`src/rtl/updown_sweep_ctrl.sv`:
```
// updown_sweep_ctrl: triangle-sweep sequencer for an up/down counter (optional watchdog: UPDN_SWEEP_TIMEOUT_EN)
module updown_sweep_ctrl #(
    parameter int WIDTH = 4,
    parameter int DWELL = 2,
    parameter int NSW_W = 4
) (
    input  logic             clk,
    input  logic             rst,
    input  logic             start,
    input  logic             stop,
    input  logic [WIDTH-1:0] lo_lim,
    input  logic [WIDTH-1:0] hi_lim,
    input  logic [NSW_W-1:0] n_sweeps,
    input  logic [WIDTH-1:0] cnt,
    output logic             M,
    output logic             cnt_en,
    output logic             busy,
    output logic             done,
    output logic             err,
    output logic [NSW_W-1:0] sweep_cnt
);
    localparam int DWW = (DWELL > 1) ? $clog2(DWELL) : 1;
    typedef enum logic [2:0] {IDLE, SEEK, UP, DWELL_HI, DOWN, DWELL_LO} state_t;
    state_t state, nxt;
    logic [WIDTH-1:0] lo_q, hi_q;
    logic [NSW_W-1:0] nsw_q, sweep_inc;
    logic [DWW-1:0] dwell_q;
    logic at_lo, at_hi, legal, last, fin, tmo;
    assign at_lo = cnt == lo_q;
    assign at_hi = cnt == hi_q;
    assign legal = lo_lim < hi_lim;
    assign sweep_inc = sweep_cnt + 1'b1;
    assign last = (nsw_q != '0) && (sweep_inc == nsw_q);
    assign fin = (state == DOWN) && at_lo && !stop;
    assign busy = state != IDLE;
`ifdef UPDN_SWEEP_TIMEOUT_EN
    localparam logic [WIDTH+1:0] WD_MAX = (WIDTH+2)'((2**WIDTH) + 1);
    logic [WIDTH+1:0] wd;
`endif
    // next state and counter drive; stop overrides everything outside IDLE
    always_comb begin
        nxt = state;
        M = 1'b1;
        cnt_en = 1'b0;
        tmo = 1'b0;
        case (state)
            IDLE:     nxt = (start && legal) ? SEEK : IDLE;
            SEEK: begin
                M = cnt < lo_q;
                cnt_en = !at_lo;
                nxt = at_lo ? UP : SEEK;
            end
            UP: begin
                cnt_en = !at_hi;
                nxt = at_hi ? DWELL_HI : UP;
            end
            DWELL_HI: nxt = (dwell_q == '0) ? DOWN : DWELL_HI;
            DOWN: begin
                M = 1'b0;
                cnt_en = !at_lo;
                nxt = at_lo ? (last ? IDLE : DWELL_LO) : DOWN;
            end
            DWELL_LO: begin
                M = 1'b0;
                nxt = (dwell_q == '0) ? UP : DWELL_LO;
            end
            default:  nxt = IDLE;
        endcase
`ifdef UPDN_SWEEP_TIMEOUT_EN
        if ((state == SEEK || state == UP || state == DOWN) && nxt == state && wd == WD_MAX) begin
            tmo = 1'b1;
            nxt = IDLE;
        end
`endif
        if (state != IDLE && stop) begin
            nxt = IDLE;
            tmo = 1'b0;
        end
    end
    // state, latched run parameters, dwell timer and status pulses
    always_ff @(posedge clk or negedge rst) begin
        if (!rst) begin
            state <= IDLE;
            lo_q <= '0;
            hi_q <= '0;
            nsw_q <= '0;
            dwell_q <= '0;
            sweep_cnt <= '0;
            done <= 1'b0;
            err <= 1'b0;
        end else begin
            state <= nxt;
            done <= fin && last;
            err <= tmo || (state == IDLE && start && !legal);
            dwell_q <= (state == DWELL_HI || state == DWELL_LO) ? dwell_q - 1'b1 : DWW'(DWELL - 1);
            if (state == IDLE && start && legal) begin
                lo_q <= lo_lim;
                hi_q <= hi_lim;
                nsw_q <= n_sweeps;
                sweep_cnt <= '0;
            end
            if (fin) sweep_cnt <= sweep_inc;
        end
    end
`ifdef UPDN_SWEEP_TIMEOUT_EN
    // watchdog restarts on every state change
    always_ff @(posedge clk or negedge rst) begin
        if (!rst) wd <= '0;
        else wd <= (nxt != state) ? '0 : wd + 1'b1;
    end
`endif
endmodule
```
`config.mk`:
```
export PLATFORM = sky130hd
export DESIGN_NAME = updown_sweep_ctrl
export DESIGN_NICKNAME = d
export VERILOG_FILES = /design/src/rtl/updown_sweep_ctrl.sv
export SDC_FILE = /design/constraint.sdc
export NUM_CORES = 1
export LEC_CHECK = 0
export BUFFER_PORTS_ARGS = -buffer_cell sky130_fd_sc_hd__buf_2
export CAP_MARGIN = 25
export CORE_MARGIN = 1.5
export CORE_UTILIZATION = 40
export CTS_CLUSTER_DIAMETER = 100
export CTS_CLUSTER_SIZE = 30
export DETAILED_ROUTE_END_ITERATION = 16
export PLACE_DENSITY = 0.65
export SETUP_SLACK_MARGIN = 0.1
export SKIP_LAST_GASP = 1
export SYNTH_ARGS = -nofsm -noshare
export SYNTH_HDL_FRONTEND = slang
export SYNTH_SLANG_ARGS = --single-unit
```
`constraint.sdc`:
```
create_clock -name clk -period 3.2 [get_ports clk]
set_input_delay 0.96 -clock clk [delete_from_list [all_inputs] [get_ports clk]]
set_output_delay 0.96 -clock clk [all_outputs]
set_load 0.005 [all_outputs]
```
### Yosys cells after proc, flatten, opt, wreduce, memory -nomap -nowiden

Index checks and enable logic that the tools add are counted.

| storage, ports and cells | value |
|---|---|
| bits in registers | 22 |
| word-level logic and storage cells | 54 |

| operators by class | value |
|---|---|
| add/sub/neg operators | 2 |
| order comparisons | 2 |
| eq/ne operators | 8 |
| multiplexer cells | 14 |
| reduce and logical (&&, ||, !) cells | 20 |

Operators with widths:

| kind | count |
|---|---|
| $pmux 3 s6 | 1 |
| $mux 3 | 5 |
| $eq 4x4->1 | 3 |
| $logic_and 1x1->1 | 9 |
| $lt 4x4->1 | 2 |
| $mux 4 | 2 |
| $eq 3x2->1 const B | 2 |
| $eq 3x3->1 const B | 2 |
| $add 4x1->4 const B | 1 |
| $logic_not 1->1 | 4 |
| $pmux 1 s2 | 2 |
| $reduce_bool 4->1 | 1 |
| $reduce_or 2->1 | 2 |
| $eq 3x1->1 const B | 1 |
| $logic_not 3->1 | 1 |
| $mux 1 | 3 |
| $reduce_bool 3->1 | 1 |
| $mux 2 | 1 |
| $reduce_bool 2->1 | 1 |
| $logic_or 1x1->1 | 1 |
| $sub 1x1->1 const B | 1 |

### Logic depth before layout (Yosys ltp)

Gate-level depths: netlist of the first run.

| depth | value |
|---|---|
| depth in word-level cells | 7 |
| depth in mapped cells | 8 |
| mapped depth without buffers | 7 |

### Worst setup path before layout of the first run

Ideal clock, no wire load.

| timing | value |
|---|---|
| path kind | in2out |
| start | input port cnt[1] |
| end | output port M |
| data arrival time | 1,870 ps |
| slack | 370 ps |
| stages | 6 |
| buffers on the path | 0 |
| path through | ha_1 nor2b_1 o21a_1 o21ai_0 a21oi_1 o21bai_1 |

| between the ends | value |
|---|---|
| longest elaborated chain between the ends | 2 |

Ends and longest elaborated chain:

| item | RTL line | RTL |
|---|---|---|
| from (decl) | 14 | `input logic [WIDTH-1:0] cnt,` |
| $lt 4x4->1 | 49 | `M = cnt < lo_q;` |
| $pmux 1 s2 | 46 | `case (state)` |
| to (decl) | 15 | `output logic M,` |

No other way between the ends.

### Worst setup path in the final report of the first run

| timing | value |
|---|---|
| start | input port cnt[0] |
| end | output port cnt_en |

| between the ends | value |
|---|---|
| longest elaborated chain between the ends | 3 |
| elaborated cells on any way between the ends | 5 |
| those cells by class | 2 x eq/ne; 1 x mux; 2 x reduce/logical |

Ends and longest elaborated chain:

| item | RTL line | RTL |
|---|---|---|
| $eq 4x4->1 (on tied branches) | 29, 30 |  |
| $logic_not 1->1 (on tied branches) | 50, 60, 54 |  |
| $pmux 1 s2 (*) | 46 |  |
| to (decl) | 16 | `output logic cnt_en,` |

Mark *: on every way between the ends. The rest lies on a longest branch, timed or not.

==> results.py, run 1 <==
metrics = {
    "cells_and_area": {
        "diodes": 0,
        "layout.nets": 185,
        "layout-drive-gt1-share_pct": 29.7,
        "layout_commonest_cell": "buf_2",
        "area_growth_pct": 16.3,
        "most-common-layout-cells": "27 x buf_2, 22 x dfrtp_1, 12 x inv_1, 9 x nand2_1, 9 x mux2_4",
    },
    "route": {
        "wl_per_cell_um": 13.1,
        "firstDrtPassIters": 4,
        "routed_wl_mm": 2.62,
        "vias_per_cell": 5.11,
        "drc_errors": 0,
        "first_iter_violations": 28,
        "ant_nets": 0,
        "via_count": 1017,
    },
    "clock_network": {
        "clock_tree.buffer_depth": 2,
        "numCtsBuffers": 3,
        "clk_latency_ns": 0.31,
        "path_clk_slew_ns": 0.13,
        "root_buffer": "clkbuf_4",
        "tritoncts": "done",
        "clkSinkCount": 22,
        "ctsHoldBuffers": 0,
        "htree_num_levels": 1,
    },
    "outcome": {
        "outcome": "finished, final reports clean",
    },
    "grt": {
        "grt.total_usage_pct": 16.2,
        "antenna_found_initial": 0,
        "grt-ovfl-total": 0,
        "grt_first_pass_wirelength_mm": 4.47,
        "grt_max_degree": 23,
        "grt_pass1_vias": 1034,
    },
    "worst_setup_path": {
        "worst_r2r_path_depth": 5,
        "path_cells": "buf_2, inv_1, ha_1, and4_1, o32ai_2, buf_2",
        "cp_slowest_stage_delay_ns": 0.31,
        "critPathCaptureType": "output port",
        "r2r_end": "lo_q[2]",
        "worst-setup-path-type": "in -> out",
        "critPathRequiredTime_ns": 2.24,
        "cpMostUsedCell": "buf_2",
        "cp_slowest_cell": "ha_1",
        "r2r-start": "state[1]",
        "crit_fanout": 4,
        "cp-start-kind": "input pin",
        "cp_num_buf_inv": 3,
        "worstPathArrival_ns": 2.08,
        "path_delay_family": "adder cells",
        "rrSetupSlack_ns": 1.22,
    },
    "floorplan": {
        "coreArea_um2": 3130,
        "start_util_pct": 43.0,
        "ios": 29,
        "num_rows": 20,
        "fp.dieArea_um2": 3720,
        "fp.dieH_um": 61.0,
        "die_w_um": 61.0,
    },
    "synthesis": {
        "ys_top_cells_by_area": "dfrtp_1 41%, mux2_4 10%, ha_1 7.4%",
        "syn_avg_cell_area_um2": 10.4,
        "yosys.area.top_type": "dfrtp_1",
        "synth.ff_latch_count": 22,
        "synth_top_area_share_pct": 41.0,
        "synthCells": 129,
        "ys_seq_area_share_pct": 41.0,
        "ys_warn_count": 0,
        "synth_cell_types": 37,
        "syn-num-nets": 157,
        "netlist_area_um2": 1340,
    },
    "sta": {
        "finalHoldViolCount": 0,
        "whs_ns": 0.517,
        "setup_viol": 0,
        "period_share_pct": 95.1,
        "skew_ns": 0.00371,
        "relSlewSlack_pct": 65.2,
        "worst_pin_slew_ns": 0.517,
        "timing.final.max_slew_violations": 0,
        "min_period_ns": 3.04,
        "final.setup.tns_ns": 0,
        "fmax_ghz": 0.329,
        "rsz0062_at_grt": "yes",
    },
    "job": {
        "max_cap_viol_count": 0,
    },
    "power_and_ir_drop": {
        "power_density_nw_per_um2": 705,
        "share_clk_of_total_power_pct": 11.7,
        "p_int_uw": 700,
        "combinationalPowerShare_pct": 46.3,
        "p_switching_uw": 402,
        "sw_frac_of_total_pct": 36.5,
        "peakVddDrop_mv": 0.321,
        "leakage_uw": 0.000788,
        "seqPwrFrac_pct": 41.9,
    },
    "hold_path": {
        "hold_start": "hi_q[1]",
        "hold_class": "reg -> reg",
        "whs_path_depth": 2,
        "hold_path_end": "hi_q[1]",
    },
    "placement": {
        "port_buffers": 28,
        "gp_congestion": 0.795,
        "dp.final_hpwl_mm": 1.98,
    },
}
-- layer usage --
| metal | vias up | share of wire, % | track usage, % |
|---|---|---|---|
| li1 | 505 | - | - |
| met1 | 490 | 46 | 21.5 |
| met2 | 20 | 49 | 25.8 |
| met3 | 2 | 4.2 | 3.20 |
| met4 | 0 | 1.0 | 6.83 |
| met5 | - | 0 | 0 |
-- what timing repair did --
action | 4_1_cts | 5_1_grt
pin swaps | 0 | 4
setup endpoints to repair | 1 | 2
buffers inserted | 0 | 0
resized for setup | 1 | 4
-- state kept, by name, summed over array words and instances (netlist names) --
register   cells
err            1
hi_q           4
nsw_q          4
lo_q           4
dwell_q        1
sweep_cnt      4
state          3
done           1
-- kinds of logic (layout without fill, tap and decap cells) --
kind of cell	after synthesis	count (layout)	synth area share, %
XOR/XNOR	10	10	6.52
multiplexers	11	11	11.5
AO/OA/AOI/OAI	26	26	14.2
buffers and inverters	18	44	6.61
flip-flops	22	22	41.0
adder cells (fa/ha/maj)	8	8	7.45
AND/OR/NAND/NOR	34	34	12.7
-- per-stage QoR --
step | cell area [um2] | utilization, % | total power, uW | std cells | worst slack, ns
floorplan | 1340 | - | 826 | 129 | 0.370
detailed placement | 1500 | 47.8 | 939 | 195 | 0.0889
CTS | 1530 | 48.9 | 1070 | 198 | 0.124
global placement | 1500 | 47.8 | 917 | 195 | 0.0987
finish | 1560 | 50.0 | 1100 | 199 | 0.158
global route | 1560 | 50.0 | 1200 | 199 | 0.0878
-- worst max-delay path by stage --
stage / start / to / slack (ns) / cells after the start
2_1_floorplan: cnt[1] / M / 0.37 / 6
3_3_place_gp: cnt[1] / M / 0.1 / 8
3_5_place_dp: cnt[1] / M / 0.09 / 8
4_1_cts: cnt[3] / cnt_en / 0.12 / 5
5_1_grt: cnt[0] / cnt_en / 0.09 / 6
6_report: cnt[0] / cnt_en / 0.16 / 6
-- synth_stat cells (all sizes together) --
master	instances
a2111oi	1
a211oi	1
a21o	1
a21oi	3
a31oi	2
and4	1
buf	5
clkbuf	1
dfrtp	22
ha	8
inv	12
mux2	9
mux2i	2
nand2	9
nand2b	3
nand3	5
nand3b	1
nand4	1
nor2	5
nor2b	2
nor3	5
nor4	1
o211ai	1
o21a	2
o21ai	8
o21bai	2
o22a	1
o22ai	1
o31ai	1
o32ai	1
o41ai	1
or4	1
xnor2	3
xor2	7
-- layout make-up --
class,count,area (um2)
clock buffer,3,22.5
fill,303,1570
inverter,12,45.0
multi-input combinational,89,732
sequential,22,551
tap,44,55.1
timing repair buffer,29,158
-- tightest hold or removal path, delay by kind of cell, from the launching register on --
| family | cells | cell delay (ns) |
|---|---|---|
| DFF | 1 | 0.38 |
| AOI/OAI and AO/OA | 1 | 0.06 |
| and+or+nand+nor | 1 | 0.05 |
-- power by group through the flow --
stage                     clock, uW  sequential (uW)  combinational (uW)
after global routing            145              479                 575
final                           129              461                 510
after CTS                       131              462                 481
after floorplan                   0              425                 401
after global placement            0              465                 452
after detailed placement          0              469                 470
Note: power is estimated with default switching activity, not from simulation.
==> run 2, diff against run 1 <==
- ABC_AREA: unset -> 1
- PLACE_DENSITY: 0.65 -> 0.64
==> run 2 against run 1 <==
Maximum frequency up 3.0%. Worst hold slack better by 0.0087 ns. First-iteration DRC count rose to 3.1 times the previous value. Routed wire length down 1.1%. Largest power group unchanged. Highest routed layer unchanged.
==> results.py, run 2 <==
metrics = {
    "outcome": {
        "outcome": "finished, final reports clean",
    },
    "worst_setup_path": {
        "critPathCaptureType": "output port",
        "worstPathArrival_ns": 1.99,
        "worst-setup-path-type": "in -> out",
        "cp-start-kind": "input pin",
        "r2r-start": "lo_q[3]",
        "cp_slowest_stage_delay_ns": 0.29,
        "cp_num_buf_inv": 3,
        "crit_fanout": 3,
        "critPathRequiredTime_ns": 2.24,
        "cp_slowest_cell": "ha_1",
        "path_cells": "buf_2, ha_1, nand2_1, nor2_2, inv_1, o21ai_0, nand2_1, buf_2",
        "crit_start": "cnt[3]",
        "path_delay_family": "buffers and inverters",
    },
    "route": {
        "routed_wl_mm": 2.59,
        "first_iter_violations": 86,
        "ant_nets": 0,
        "firstDrtPassIters": 4,
        "vias_per_cell": 4.67,
        "via_count": 1159,
        "wl_per_cell_um": 10.4,
        "drc_errors": 0,
    },
    "sta": {
        "timing.final.max_slew_violations": 0,
        "setup_viol": 0,
        "period_share_pct": 92.3,
        "min_period_ns": 2.95,
        "fmax_ghz": 0.339,
        "rsz0062_at_grt": "no",
        "skew_ns": 0.00197,
        "finalHoldViolCount": 0,
        "worst_pin_slew_ns": 0.486,
        "final.setup.tns_ns": 0,
        "relSlewSlack_pct": 67.6,
    },
    "cells_and_area": {
        "diodes": 0,
        "layout-drive-gt1-share_pct": 27.7,
        "area_growth_pct": 13.5,
        "layout_commonest_cell": "nand2_1",
        "layout.nets": 232,
        "utilization_pct": 47.6,
        "most-common-layout-cells": "42 x nand2_1, 28 x buf_2, 24 x inv_1, 22 x dfrtp_1",
    },
    "clock_network": {
        "clkSinkCount": 22,
        "tritoncts": "done",
        "numCtsBuffers": 3,
        "path_clk_slew_ns": 0.12,
        "ctsHoldBuffers": 0,
        "root_buffer": "clkbuf_4",
        "cts_resized": 0,
        "clock_tree.buffer_depth": 2,
        "cts_setup_buffers": 0,
        "clk_latency_ns": 0.29,
        "htree_num_levels": 1,
    },
    "synthesis": {
        "synthAdderAreaFrac_pct": 7.16,
        "netlist_area_um2": 1400,
        "synth_cell_types": 28,
        "ys_seq_area_share_pct": 39.4,
        "synth-xor-area-share_pct": 3.13,
        "yosys.area.top_type": "dfrtp_1",
        "yosys_most_used_dff": "dfrtp_1",
        "muxShareOfSynthArea_pct": 0,
        "ys_warn_count": 0,
        "yosysMostFrequentCell": "nand2_1",
        "synth_common_cells": "42 x nand2_1, 24 x inv_1, 22 x dfrtp_1, 10 x nand3_1, 10 x nor2_1",
        "synthArstFlopShare_pct": 100,
        "synthCells": 173,
        "synth_top_family_by_area": "simple AND/OR/NAND/NOR gates",
        "syn_avg_cell_area_um2": 8.09,
        "synth_edf_count": 0,
        "syn-num-nets": 201,
        "synth_top_area_share_pct": 39.4,
        "yosys.area_share.simple_pct": 27.6,
        "synth.ff_latch_count": 22,
        "ys_top_cells_by_area": "dfrtp_1 39%, nand2_1 11%, ha_1 7.2%",
        "synth-compound-area-share_pct": 12.6,
    },
    "floorplan": {
        "coreArea_um2": 3340,
        "fp.dieArea_um2": 3860,
        "num_rows": 21,
        "start_util_pct": 41.9,
        "fp.dieH_um": 62.1,
        "ios": 29,
        "die_w_um": 62.1,
    },
    "job": {
        "max_cap_viol_count": 0,
    },
    "placement": {
        "dp.final_hpwl_mm": 2.10,
        "gp_congestion": 0.788,
        "port_buffers": 28,
    },
    "grt": {
        "grt-ovfl-total": 0,
        "grt_max_degree": 23,
        "grt.total_usage_pct": 15.1,
        "grt_pass1_vias": 1133,
        "grt_first_pass_wirelength_mm": 4.77,
        "antenna_found_initial": 0,
    },
    "hold_path": {
        "hold_class": "reg -> reg",
        "hold_start": "hi_q[1]",
    },
    "power_and_ir_drop": {
        "power_density_nw_per_um2": 670,
        "leakage_uw": 0.000836,
        "peakVddDrop_mv": 0.244,
    },
}
## run 2: cell types whose count changed after synthesis, moves of 5 or more
cell and change:
mux2_4 -9, nand2_1 +33, inv_1 +12, nand3_1 +5
o21ai_0 -5, nor2_1 +5, o21ai_2 +6, o21ai_1 +5
nand2_2 +7
## run 2: tightest hold or removal path, delay by kind of cell, from the launching register on
family | cells | cell delay [ns]
flops | 1 | 0.38
compound gates | 1 | 0.06
simple gates | 1 | 0.06
## run 2: cell type report
type	count	area [um2]
Timing Repair Buffer	28	140
Sequential cell	22	551
Clock buffer	3	22.5
Fill cell	347	1750
Tap cell	46	57.6
Inverter	28	110
Multi-Input combinational cell	121	707
## run 2: cells by family (layout without fill, tap and decap cells)
group / after synthesis / after routing
AOI/OAI and AO/OA: 27 / 27
xor gates and xnor gates: 5 / 5
adders and majority gates: 8 / 8
buffers and inverters: 30 / 59
DFF: 22 / 22
and+or+nand+nor: 81 / 81
## run 2: per-layer routing
metal | up-vias | track usage [%] | wire length (um)
met4 | 0 | 3.33 | 19
met3 | 2 | 2.72 | 96
met5 | - | 0 | 0
met1 | 522 | 20.0 | 1200
met2 | 19 | 26.0 | 1270
li1 | 616 | - | -
## run 2: power by group
| part | switching (uW) | total (uW) | internal (uW) | leakage, uW |
|---|---|---|---|---|
| Combinational | 296 | 505 | 209 | 0.000542 |
| Sequential | 69.1 | 436 | 367 | 0.000281 |
| Clock | 78.3 | 122 | 43.8 | 0.0000138 |
## run 2: worst paths after layout
check	cells after the start	to	slack [ns]
max in group asynchronous	1	dwell_q	2.27
min in group asynchronous	1	nsw_q[2]	0.61
hold reg to reg	2	hi_q[1]	0.53
setup / recovery	8	cnt_en	0.25
setup reg to reg	11	sweep_cnt[0]	1.57
hold / removal	2	hi_q[1]	0.53
## run 2: stage by stage
step	cell area, um2	setup slack [ns]	hold slack [ns]	total power (uW)	std cells
final	1590	0.247	0.525	1060	248
after global routing	1590	0.111	0.566	1180	248
after CTS	1590	0.226	0.526	1080	248
after detailed placement	1570	0.230	0.492	957	245
after global placement	1570	0.257	0.475	951	245
after floorplan	1400	0.561	0.453	845	173
